===== src/rtl/symbol_aligner.sv =====
// symbol_aligner: comma-based 10-bit symbol alignment for the recovered clock
// domain. Scans every bit offset of a 20-bit window for K28.5 (either
// disparity), locks onto a repeatedly confirmed offset and emits aligned
// symbols with a comma flag and a lock indication.
// Optional feature: define ALIGN_TIMEOUT_EN to drop lock after TIMEOUT_CYCLES
// cycles without a comma at the locked offset.
module symbol_aligner #(
  parameter int DATA_WIDTH     = 10,
  parameter int LOCK_COUNT     = 3,
  parameter int MISALIGN_LIMIT = 4,
  parameter int TIMEOUT_CYCLES = 1024
) (
  input  logic                  write_clk,
  input  logic                  rst,
  input  logic [DATA_WIDTH-1:0] data_in,
  output logic [DATA_WIDTH-1:0] data_out,
  output logic                  comma_det,
  output logic                  symbol_lock,
  output logic [3:0]            align_offset,
  output logic                  realign
);

  // Only 10-bit symbols and 4-bit counter ranges make sense here.
  if (DATA_WIDTH != 10 || LOCK_COUNT < 2 || LOCK_COUNT > 15 ||
      MISALIGN_LIMIT < 1 || MISALIGN_LIMIT > 15 || TIMEOUT_CYCLES < 1) begin : g_param_check
    $error("symbol_aligner: unsupported parameter value");
  end

  localparam logic [1:0] ST_SEARCH  = 2'd0;
  localparam logic [1:0] ST_CONFIRM = 2'd1;
  localparam logic [1:0] ST_LOCKED  = 2'd2;

  localparam logic [3:0] LOCK_CNT4 = 4'(LOCK_COUNT);
  localparam logic [3:0] MIS_CNT4  = 4'(MISALIGN_LIMIT);

  logic [9:0]  r_prev;
  logic [1:0]  r_state;
  logic [3:0]  r_offset;
  logic [3:0]  r_cnt;
  logic [9:0]  r_data_out;
  logic        r_comma_det;
  logic        r_realign;

  logic [19:0] w_win;
  logic [9:0]  w_hit;
  logic        w_any_hit;
  logic [3:0]  w_hit_off;
  logic        w_hit_at_cur;
  logic [3:0]  w_sel_off;
  logic [9:0]  w_sel_word;
  logic        w_sel_hit;
  logic [3:0]  w_cnt_inc;
  logic [1:0]  w_state_next;
  logic [3:0]  w_offset_next;
  logic [3:0]  w_cnt_next;
  logic        w_timeout;

  // Older word sits in the low half, so bit 0 is the earliest received bit.
  assign w_win = {data_in, r_prev};

  // Comma detector per offset: abcdeif = 0011111 (RD-) or 1100000 (RD+).
  for (genvar gi = 0; gi < 10; gi++) begin : g_hit
    assign w_hit[gi] = (w_win[gi+6:gi] == 7'b1111100) ||
                       (w_win[gi+6:gi] == 7'b0000011);
  end

  assign w_any_hit = |w_hit;

  // Lowest offset with a comma wins when several hit in one window.
  always_comb begin
    w_hit_off = 4'd0;
    for (int i = 9; i >= 0; i--) begin
      if (w_hit[i]) w_hit_off = 4'(i);
    end
  end

  // Is there a comma at the currently held offset?
  always_comb begin
    w_hit_at_cur = 1'b0;
    for (int i = 0; i < 10; i++) begin
      if (r_offset == 4'(i)) w_hit_at_cur = w_hit[i];
    end
  end

  // While acquiring, follow a new comma immediately; once locked, hold offset.
  assign w_sel_off = ((r_state == ST_SEARCH || r_state == ST_CONFIRM) &&
                      w_any_hit && (w_hit_off != r_offset)) ? w_hit_off : r_offset;

  // Extract the symbol and its comma flag at the selected offset.
  always_comb begin
    w_sel_word = 10'd0;
    w_sel_hit  = 1'b0;
    for (int i = 0; i < 10; i++) begin
      if (w_sel_off == 4'(i)) begin
        w_sel_word = w_win[i +: 10];
        w_sel_hit  = w_hit[i];
      end
    end
  end

  // Counter never wraps past its maximum.
  assign w_cnt_inc = (r_cnt == 4'hF) ? r_cnt : r_cnt + 4'd1;

`ifdef ALIGN_TIMEOUT_EN
  localparam int TO_W = $clog2(TIMEOUT_CYCLES + 1);
  localparam logic [TO_W-1:0] TO_LIMIT = TO_W'(TIMEOUT_CYCLES);

  logic [TO_W-1:0] r_to_cnt;
  logic [TO_W-1:0] w_to_inc;

  assign w_to_inc  = r_to_cnt + 1'b1;
  assign w_timeout = (r_state == ST_LOCKED) && !w_hit_at_cur && (w_to_inc == TO_LIMIT);

  // Count cycles without an aligned comma while locked; idle otherwise.
  always_ff @(posedge write_clk) begin
    if (rst || w_state_next != ST_LOCKED || w_hit_at_cur) begin
      r_to_cnt <= '0;
    end else begin
      r_to_cnt <= w_to_inc;
    end
  end
`else
  assign w_timeout = 1'b0;
`endif

  // Acquisition / lock state machine next-state logic.
  always_comb begin
    w_state_next  = r_state;
    w_offset_next = r_offset;
    w_cnt_next    = r_cnt;
    case (r_state)
      ST_SEARCH: begin
        if (w_any_hit) begin
          w_offset_next = w_hit_off;
          w_cnt_next    = 4'd1;
          w_state_next  = ST_CONFIRM;
        end
      end
      ST_CONFIRM: begin
        if (w_hit_at_cur) begin
          if (w_cnt_inc == LOCK_CNT4) begin
            w_state_next = ST_LOCKED;
            w_cnt_next   = 4'd0;
          end else begin
            w_cnt_next = w_cnt_inc;
          end
        end else if (w_any_hit) begin
          w_offset_next = w_hit_off;
          w_cnt_next    = 4'd1;
        end
      end
      ST_LOCKED: begin
        if (w_hit_at_cur) begin
          w_cnt_next = 4'd0;
        end else if (w_any_hit) begin
          if (w_cnt_inc == MIS_CNT4) begin
            w_state_next = ST_SEARCH;
            w_cnt_next   = 4'd0;
          end else begin
            w_cnt_next = w_cnt_inc;
          end
        end
        if (w_timeout) begin
          w_state_next = ST_SEARCH;
          w_cnt_next   = 4'd0;
        end
      end
      default: begin
        w_state_next = ST_SEARCH;
        w_cnt_next   = 4'd0;
      end
    endcase
  end

  // State, window history and registered outputs; reset overrides everything.
  always_ff @(posedge write_clk) begin
    if (rst) begin
      r_prev      <= 10'd0;
      r_state     <= ST_SEARCH;
      r_offset    <= 4'd0;
      r_cnt       <= 4'd0;
      r_data_out  <= 10'd0;
      r_comma_det <= 1'b0;
      r_realign   <= 1'b0;
    end else begin
      r_prev      <= data_in;
      r_state     <= w_state_next;
      r_offset    <= w_offset_next;
      r_cnt       <= w_cnt_next;
      r_data_out  <= w_sel_word;
      r_comma_det <= w_sel_hit;
      r_realign   <= (w_offset_next != r_offset);
    end
  end

  assign data_out     = r_data_out;
  assign comma_det    = r_comma_det;
  assign symbol_lock  = (r_state == ST_LOCKED);
  assign align_offset = r_offset;
  assign realign      = r_realign;

endmodule


===== config.mk =====
export PLATFORM = sky130hd
export DESIGN_NAME = symbol_aligner
export DESIGN_NICKNAME = d
export VERILOG_FILES = /design/src/rtl/symbol_aligner.sv
export SDC_FILE = /design/constraint.sdc
export NUM_CORES = 1
export LEC_CHECK = 0
export ABC_AREA = 1
export BUFFER_PORTS_ARGS = -buffer_cell sky130_fd_sc_hd__buf_2
export CAP_MARGIN = 25
export CORE_MARGIN = 2
export CORE_UTILIZATION = 34
export DETAILED_ROUTE_END_ITERATION = 10
export GPL_ROUTABILITY_DRIVEN = 0
export PLACE_DENSITY = 0.54
export SLEW_MARGIN = 20
export SYNTH_ARGS = -nofsm -noshare
export SYNTH_HDL_FRONTEND = slang
export SYNTH_SLANG_ARGS = --single-unit

===== constraint.sdc =====
create_clock -name write_clk -period 8.1 [get_ports write_clk]
set_input_delay 0 -clock write_clk [delete_from_list [all_inputs] [get_ports write_clk]]
set_output_delay 0 -clock write_clk [all_outputs]
set_load 0.005 [all_outputs]

==> results.json, run 1 <==
{
  "run_status": "completed",
  "maxCapViolCount": 0,
  "cts_max_level": 2,
  "ctsResizeCount": 0,
  "seqPwrFrac": 0.249,
  "worstPathArrival_ns": 4.49,
  "clkPwrFrac": 0.134,
  "rr_worst_depth": 22,
  "final_layout_size_suffix_gt1_frac": 0.157,
  "p_switching_uw": 524,
  "crit_slowest_cell": "dfxtp_1",
  "wl_mm": 11.0,
  "rsz0062_at_grt": "no",
  "fin_crit_ns": 4.25,
  "vias": 3932,
  "row_count": 36,
  "comb_power_share": 0.617,
  "post-route-period-util": 0.525,
  "post-cts-setup-buffers": 0,
  "switching_share": 0.527,
  "yosys-top-cells-count": "nand2_1 (159), nor2_1 (91), inv_1 (60)",
  "path_delay_family": "simple AND/OR/NAND/NOR gates",
  "yosysTopAreaCell": "dfxtp_1",
  "antenna_found_initial": 0,
  "synth_edf_count": 0,
  "wl_per_cell_um": 14.7,
  "grt_max_degree": 30,
  "nNetsFinal": 628,
  "netlist-cell-type-count": 38,
  "clk_pin_slew_ns": 0.07,
  "diodes": 0,
  "cts_hold_buf": 4,
  "yosys_warnings": 0,
  "critPathRequiredTime_ns": 8.34,
  "cts_buffers": 5,
  "synthTopCellsByArea": "dfxtp_1 (18%), nand2_1 (17%), nor2_1 (9.8%)",
  "drv_slew": 0,
  "die_w_um": 105,
  "worstMarginPinSlew_ns": 1.00,
  "ir_drop_uv": 120,
  "endpoint_kind": "flop",
  "min-delay-start": "data_in[5]",
  "avgViaCountPerCell": 5.25,
  "cts.sinks": 32,
  "drc": 0,
  "synth.avg_cell_area_sq_um": 5.75,
  "yosys.area.top_type_share": 0.184,
  "synth_ff_type": "dfxtp_1",
  "track_usage": 0.200,
  "cp.buffers_inverters": 5,
  "grt_first_pass_wirelength_mm": 18.0,
  "postRouteAntennaNets": 0,
  "power_leakage_uw": 0.00181,
  "portBuffers": 28,
  "clk_latency_ns": 0.30,
  "fmax_mhz": 235,
  "grt_pass1_vias": 3539,
  "ctsLongestPathBuffers": 2,
  "r2r_end": "comma_det",
  "rr_startpoint": "r_prev[9]",
  "intPower_uw": 471,
  "crit_chain": "inv_2, nand2_1, nor3_1, a21oi_1, nand2_1, inv_2, nand3_4, nand2_8, inv_4, nand2_1, nand2_1, nand2_1, nand2_2, nor2_2, nand2_1, nand2_1, inv_1, nand4_1, nand2_1, nand3_1, nand2_1, inv_1",
  "ys_seq_area_frac": 0.184,
  "hold_viol_final": 0,
  "holdPathEnd": "r_prev[5]",
  "skew_ns": 0.00737,
  "cp_max_fo": 29,
  "place_hpwl_mm": 8.05,
  "powerDensity_nw_per_um2": 267,
  "cts_tree": "yes",
  "setup-violations-final": 0,
  "ioPinCount": 29,
  "dr.pass1.iters": 5,
  "areaGrowthSynthToFinish_pct": 7.11,
  "rrSetupSlack_ns": 3.85,
  "critPathMaxStageDelay_ns": 0.78,
  "core_sq_um": 9860,
  "async_flop_share": 0,
  "max_slew_margin": 0.330,
  "die_h_um": 105,
  "synthesis.nets": 619,
  "critical_path_class": "flop to flop",
  "critPathMostFrequentCell": "nand2_1",
  "yosysMostFrequentCell": "nand2_1",
  "synth_cells": 606,
  "final_util": 0.378,
  "drt-initial-drc-count": 278,
  "cts_root_buf": "clkbuf_8",
  "fillerInstances": 1136,
  "min_path_type": "input port to flop",
  "min_path_cells": 3,
  "tns_ns": 0,
  "ys_ff_latch": 32,
  "netlist_area_sq_um": 3490,
  "die_area_sq_um": 11100,
  "grt_remaining_overflow": 0,
  "stdcell_area_sq_um": 3730,
  "worst_setup_path_start_kind": "flop",
  "start_util": 0.353,
  "place_area_sq_um": 3600
}
==> worst min-delay path: cells and delay by family <==
family	cells	cell delay, ns
AND/OR/NAND/NOR	1	0.09
buffers and inverters	2	0.22
==> per-stage QoR <==
| step | total power [uW] | setup WS (ns) | hold slack, ns | instances |
|---|---|---|---|---|
| 6_report | 995 | 3.85 | 0.0432 | 749 |
| 5_1_grt | 1090 | 3.42 | 0.0887 | 749 |
| 4_1_cts | 996 | 3.92 | 0.0428 | 749 |
| 3_5_place_dp | 857 | 3.96 | 0.211 | 737 |
| 3_3_place_gp | 850 | 3.97 | 0.213 | 737 |
| 2_1_floorplan | 720 | 5.54 | 0.107 | 606 |
==> layer usage <==
layer,track usage,vias to the layer above,wire (um)
met5,0,-,0
met4,0.0762,0,255
met3,0.0284,18,791
met2,0.312,156,4870
met1,0.278,1776,5090
li1,-,1982,-
==> cells in the final DEF (no fill, tap or decap), types with 3 or more instances in the layout <==
master,count
nand4_1,38
mux2i_4,3
nor2_1,91
nor2_2,9
dlygate4sd3_1,4
o211ai_1,12
o21ai_0,23
inv_2,21
nand3_1,49
clkbuf_8,6
inv_1,60
o311ai_0,4
xor2_1,3
nor2_8,3
nor3_1,7
nand2_2,10
a21oi_1,26
nand2_1,159
dfxtp_1,32
nor2_4,5
buf_2,28
or2_2,3
==> cells by family after synthesis <==
kind of cell,share of synthesized area
simple gates,0.519
buf+inv,0.146
compound gates,0.121
flops,0.184
xor+xnor,0.00754
mux,0.0194
fa+ha+maj,0.00359
==> final cells by class <==
| type | count | area (sq um) | share of cell area |
|---|---|---|---|
| multi-input cells | 460 | 2340 | 0.626 |
| clock buffers | 8 | 90.1 | 0.0241 |
| flip-flops and latches | 32 | 641 | 0.172 |
| well taps | 133 | 166 | 0.0446 |
| repair buffers | 32 | 180 | 0.0483 |
| inverters | 84 | 320 | 0.0858 |
==> sequential cells by signal (all words and copies together) (netlist names) <==
| register | count |
|---|---|
| r_state | 2 |
| comma_det | 1 |
| r_cnt | 4 |
| data_out | 10 |
| r_prev | 10 |
| align_offset | 4 |
| realign | 1 |
==> power by group through the flow <==
stage	logic, uW	registers, uW	clock network (uW)
floorplan	489	230	0
global placement	600	250	0
detailed placement	606	251	0
CTS	610	247	139
global route	691	254	145
finish	614	248	133
==> worst max path at each step <==
stage	startpoint	endpoint	slack, ns	depth (start not counted)
finish	r_prev[9]	comma_det	3.85	22
global route	r_prev[9]	comma_det	3.42	22
CTS	r_prev[9]	comma_det	3.92	22
detailed placement	r_prev[9]	comma_det	3.96	22
global placement	r_prev[9]	comma_det	3.97	22
floorplan	r_prev[5]	data_out[8]	5.54	23
(Power assumes the default switching activity.)
==> run 2: changes to the inputs <==
- clock period: 8.1 -> 4.23 ns (I/O delays scaled with it)
==> results.json, run 2 (synthesized netlist as in run 1, its figures left out) <==
{
  "grt_first_pass_wirelength_mm": 18.1,
  "tns_ns": 0,
  "fmax_mhz": 272,
  "worst_setup_path_start_kind": "flop",
  "vias": 4026,
  "drt-initial-drc-count": 415,
  "setup-violations-final": 0,
  "maxCapViolCount": 0,
  "run_status": "completed",
  "critPathRequiredTime_ns": 4.43,
  "die_h_um": 105,
  "mostFrequentLayoutCells": "nand2_1 (159), nor2_1 (91), inv_1 (60)",
  "drv_slew": 0,
  "ioPinCount": 29,
  "drc": 0,
  "cts_max_level": 2,
  "final_common_cell": "nand2_1",
  "cts_tree": "yes",
  "areaGrowthSynthToFinish_pct": 8.79,
  "endpoint_kind": "flop",
  "dr.pass1.iters": 5,
  "crit_slowest_cell": "dfxtp_1",
  "cts_hold_buf": 4,
  "ctsResizeCount": 0,
  "power_leakage_uw": 0.00184,
  "hold_ws_ns": 0.0172,
  "clk_latency_ns": 0.29,
  "nNetsFinal": 631,
  "cp_max_fo": 28,
  "grt_remaining_overflow": 0,
  "ir_drop_uv": 222,
  "antenna_found_initial": 1,
  "clk_pin_slew_ns": 0.08,
  "cts_root_buf": "clkbuf_8",
  "wl_mm": 11.2,
  "start_util": 0.353,
  "critPathMaxStageDelay_ns": 0.80,
  "rsz0062_at_grt": "no",
  "min_path_type": "input port to flop",
  "cts.sinks": 32,
  "ctsLongestPathBuffers": 2,
  "track_usage": 0.201,
  "critPathMostFrequentCell": "nand2_1",
  "crit_chain": "nor2_1, nand2_1, nor2_1, nor2_2, nand2_1, nor2_4, inv_2, nand2_1, nand2_1, nand2_1, inv_1, nor2_1, nand2_1, nand3_1, nand2_1, buf_4, nor2_1, nand2_1, nand2_1, o21ai_0, nand2_1, inv_1",
  "place_hpwl_mm": 8.07,
  "final_layout_size_suffix_gt1_frac": 0.165,
  "core_sq_um": 9860,
  "cp.buffers_inverters": 4,
  "portBuffers": 28,
  "powerDensity_nw_per_um2": 529,
  "post-cts-setup-buffers": 0,
  "grt_pass1_vias": 3533,
  "hold_viol_final": 0,
  "max_slew_margin": 0.508,
  "critical_path_class": "flop to flop",
  "cts_buffers": 5,
  "row_count": 36,
  "post-route-period-util": 0.869,
  "die_area_sq_um": 11100,
  "grt_max_degree": 30,
  "wl_per_cell_um": 14.9,
  "path_delay_family": "simple AND/OR/NAND/NOR gates",
  "avgViaCountPerCell": 5.35,
  "fin_crit_ns": 3.68,
  "worstMarginPinSlew_ns": 0.737,
  "skew_ns": 0.00657,
  "postRouteAntennaNets": 0,
  "power.total_uw": 2010,
  "worstPathArrival_ns": 3.87,
  "die_w_um": 105,
  "diodes": 0
}
-- run 2: changes by cell type in the layout (fill, tap and decap cells not counted), sizes merged --
| cell | delta |
|---|---|
| buf | +3 |
| bufinv | +1 |
| clkbuf | -1 |
-- run 2: path summary, 6_finish.rpt --
kind         startpoint  slack (ns)  depth (start not counted)        end
max           r_prev[6]        0.55                         22  comma_det
min          data_in[5]        0.02                          3  r_prev[5]
max reg2reg   r_prev[6]        0.55                         22  comma_det
min reg2reg    r_cnt[2]        0.50                          2   r_cnt[2]
-- run 2: report_power, final --
group | switching (uW) | internal [uW] | total, uW | leakage [uW]
clock | 128 | 208 | 336 | 0.0000645
sequential | 96.8 | 381 | 478 | 0.000264
combinational | 793 | 398 | 1190 | 0.00151
total | 1020 | 987 | 2010 | 0.00184
-- run 2: worst reg2reg max path, stage by stage (launching register included) --
cell and delay (ns):
dfxtp_1 0.80, nor2_1 0.23, nand2_1 0.12, nor2_1 0.05
nor2_2 0.20, nand2_1 0.13, nor2_4 0.19, inv_2 0.06
nand2_1 0.07, nand2_1 0.07, nand2_1 0.06, inv_1 0.04
nor2_1 0.11, nand2_1 0.08, nand3_1 0.07, nand2_1 0.08
buf_4 0.24, nor2_1 0.15, nand2_1 0.16, nand2_1 0.34
o21ai_0 0.20, nand2_1 0.11, inv_1 0.04
-- run 2: stage by stage --
step,instance area (sq um),setup WS (ns),utilization,instances
2_1_floorplan,3490,1.67,-,606
3_3_place_gp,3630,0.614,0.368,740
3_5_place_dp,3630,0.663,0.368,740
4_1_cts,3790,0.652,0.384,752
5_1_grt,3790,0.189,0.384,752
6_report,3790,0.553,0.384,752
-- run 2: cell type report --
class | instances | area, sq um
fillers | 1077 | 6070
inverters | 84 | 320
multi-input cells | 460 | 2340
repair buffers | 35 | 203
flip-flops and latches | 32 | 641
clock inverters | 1 | 30.0
clock buffers | 7 | 96.3
well taps | 133 | 166
-- run 2: per-layer routing --
metal,routed length [um],GRT usage,vias to the layer above
met5,0,0,-
met4,99,0.0524,0
met3,1040,0.0346,10
met2,4960,0.298,211
met1,5070,0.297,1818
li1,-,-,1987
==> run 3: changes to the inputs <==
- CORE_UTILIZATION: 34 -> 58
- PLACE_DENSITY: 0.54 -> 0.82
==> results.json, run 3 (synthesized netlist as in run 1, its figures left out) <==
{
  "areaGrowthSynthToFinish_pct": 5.96,
  "portBuffers": 28,
  "nNetsFinal": 632,
  "grt_pass1_vias": 3570,
  "r2r_end": "data_out[3]",
  "track_usage": 0.313,
  "worstPathArrival_ns": 3.87,
  "core_sq_um": 5850,
  "drv_slew": 0,
  "fmax_mhz": 276,
  "critPathRequiredTime_ns": 4.47,
  "row_count": 28,
  "power.total_uw": 1890,
  "die_w_um": 81.5,
  "run_status": "completed",
  "antenna_found_initial": 0,
  "die_area_sq_um": 6650,
  "vias": 3997,
  "postRouteAntennaNets": 0,
  "drc": 0,
  "diodes": 0,
  "setup-violations-final": 0,
  "wl_per_cell_um": 14.0,
  "worst_setup_path_start_kind": "flop",
  "power_leakage_uw": 0.00183,
  "avgViaCountPerCell": 5.75,
  "place_hpwl_mm": 7.21,
  "die_h_um": 81.5,
  "hold_ws_ns": 0.0188,
  "min-delay-start": "data_in[5]",
  "cts_max_level": 2,
  "ctsLongestPathBuffers": 2,
  "grt_max_degree": 30,
  "rsz0062_at_grt": "no",
  "ioPinCount": 29,
  "cp_max_fo": 17,
  "min_path_type": "input port to flop",
  "wl_mm": 9.76,
  "start_util": 0.596,
  "cts.sinks": 32,
  "maxCapViolCount": 0,
  "ir_drop_uv": 360,
  "critical_path_class": "flop to flop",
  "hold_viol_final": 0,
  "cts_hold_buf": 4,
  "final_layout_size_suffix_gt1_frac": 0.166,
  "worstMarginPinSlew_ns": 0.561,
  "dr.pass1.iters": 6,
  "cts_tree": "yes",
  "powerDensity_nw_per_um2": 513,
  "critPathCapture": "data_out[3]",
  "crit_path_start": "r_prev[8]",
  "ctsResizeCount": 0,
  "cts_root_buf": "clkbuf_8",
  "post-cts-setup-buffers": 0,
  "rr_worst_depth": 23,
  "tns_ns": 0,
  "rrSetupSlack_ns": 0.60,
  "max_slew_margin": 0.625,
  "fin_crit_ns": 3.63,
  "drt-initial-drc-count": 537,
  "grt_first_pass_wirelength_mm": 16.5,
  "cts_buffers": 5,
  "rr_startpoint": "r_prev[8]",
  "post-route-period-util": 0.858,
  "grt_remaining_overflow": 0,
  "skew_ns": 0.00881,
  "clk_latency_ns": 0.29,
  "fillerInstances": 542,
  "clk_pin_slew_ns": 0.07,
  "final_common_cell": "nand2_1",
  "mostFrequentLayoutCells": "nand2_1 (159), nor2_1 (91), inv_1 (60)",
  "endpoint_kind": "flop"
}
run 3: cell types whose count changed in the layout (fill, tap and decap cells not counted), sizes merged:
cell | previous run | this run
clkbuf | 7 | 6
bufinv | 1 | 0
clkinv | 1 | 3
buf | 31 | 32
run 3: metrics by stage:
stage	utilization	worst slack [ns]	cell area [sq um]	cells
after floorplan	-	1.67	3490	606
after global placement	0.609	0.808	3560	683
after detailed placement	0.609	0.722	3560	683
after CTS	0.631	0.706	3690	695
after global routing	0.631	0.279	3690	695
final	0.631	0.601	3690	695
run 3: metal layers:
layer,wire (um),share of wire,up-vias,global-route usage
met3,941,0.096,21,0.0363
met5,0,0,-,0
met4,195,0.020,0,0.129
met1,4250,0.44,1768,0.441
met2,4380,0.45,224,0.482
li1,-,-,1984,-
run 3: report_power, final:
part	total, uW	switching [uW]	leakage (uW)	internal (uW)
registers	470	89.1	0.000264	381
logic	1180	777	0.00152	399
clock network	248	119	0.0000510	130
total	1890	985	0.00183	910
run 3: area by class of cell:
cell class | count | area (sq um) | share of cell area
timing repair buffer | 36 | 210 | 0.0569
tap | 75 | 93.8 | 0.0254
inverter | 84 | 320 | 0.0867
clock inverter | 2 | 10.0 | 0.00271
multi-input combinational | 460 | 2340 | 0.632
sequential | 32 | 641 | 0.173
clock buffer | 6 | 82.6 | 0.0224
run 3: worst min path at each step:
stage,to,slack [ns],depth (start not counted)
finish,r_prev[5],0.02,3
global placement,r_prev[9],0.21,3
global route,r_prev[5],0.04,3
floorplan,r_prev[9],0.11,2
detailed placement,r_prev[9],0.21,3
CTS,r_prev[5],0.009,3
run 3: worst max-delay path, stage by stage, from the launching register on:
cell and delay [ns]:
dfxtp_1 0.67, inv_2 0.14, nand2_1 0.09, nor3_1 0.05, a21oi_1 0.31, nand2_1 0.20, inv_2 0.11, nand3_4 0.16
nand2_8 0.15, inv_4 0.06, nand2_1 0.07, nand2_1 0.05, nand2_1 0.33, buf_4 0.31, nand2_2 0.09, nor2_4 0.22
nand2_1 0.08, nand2_1 0.06, nor2_1 0.04, nand3_1 0.10, nand2_1 0.08, nand4_1 0.08, nand2_1 0.07, inv_1 0.06
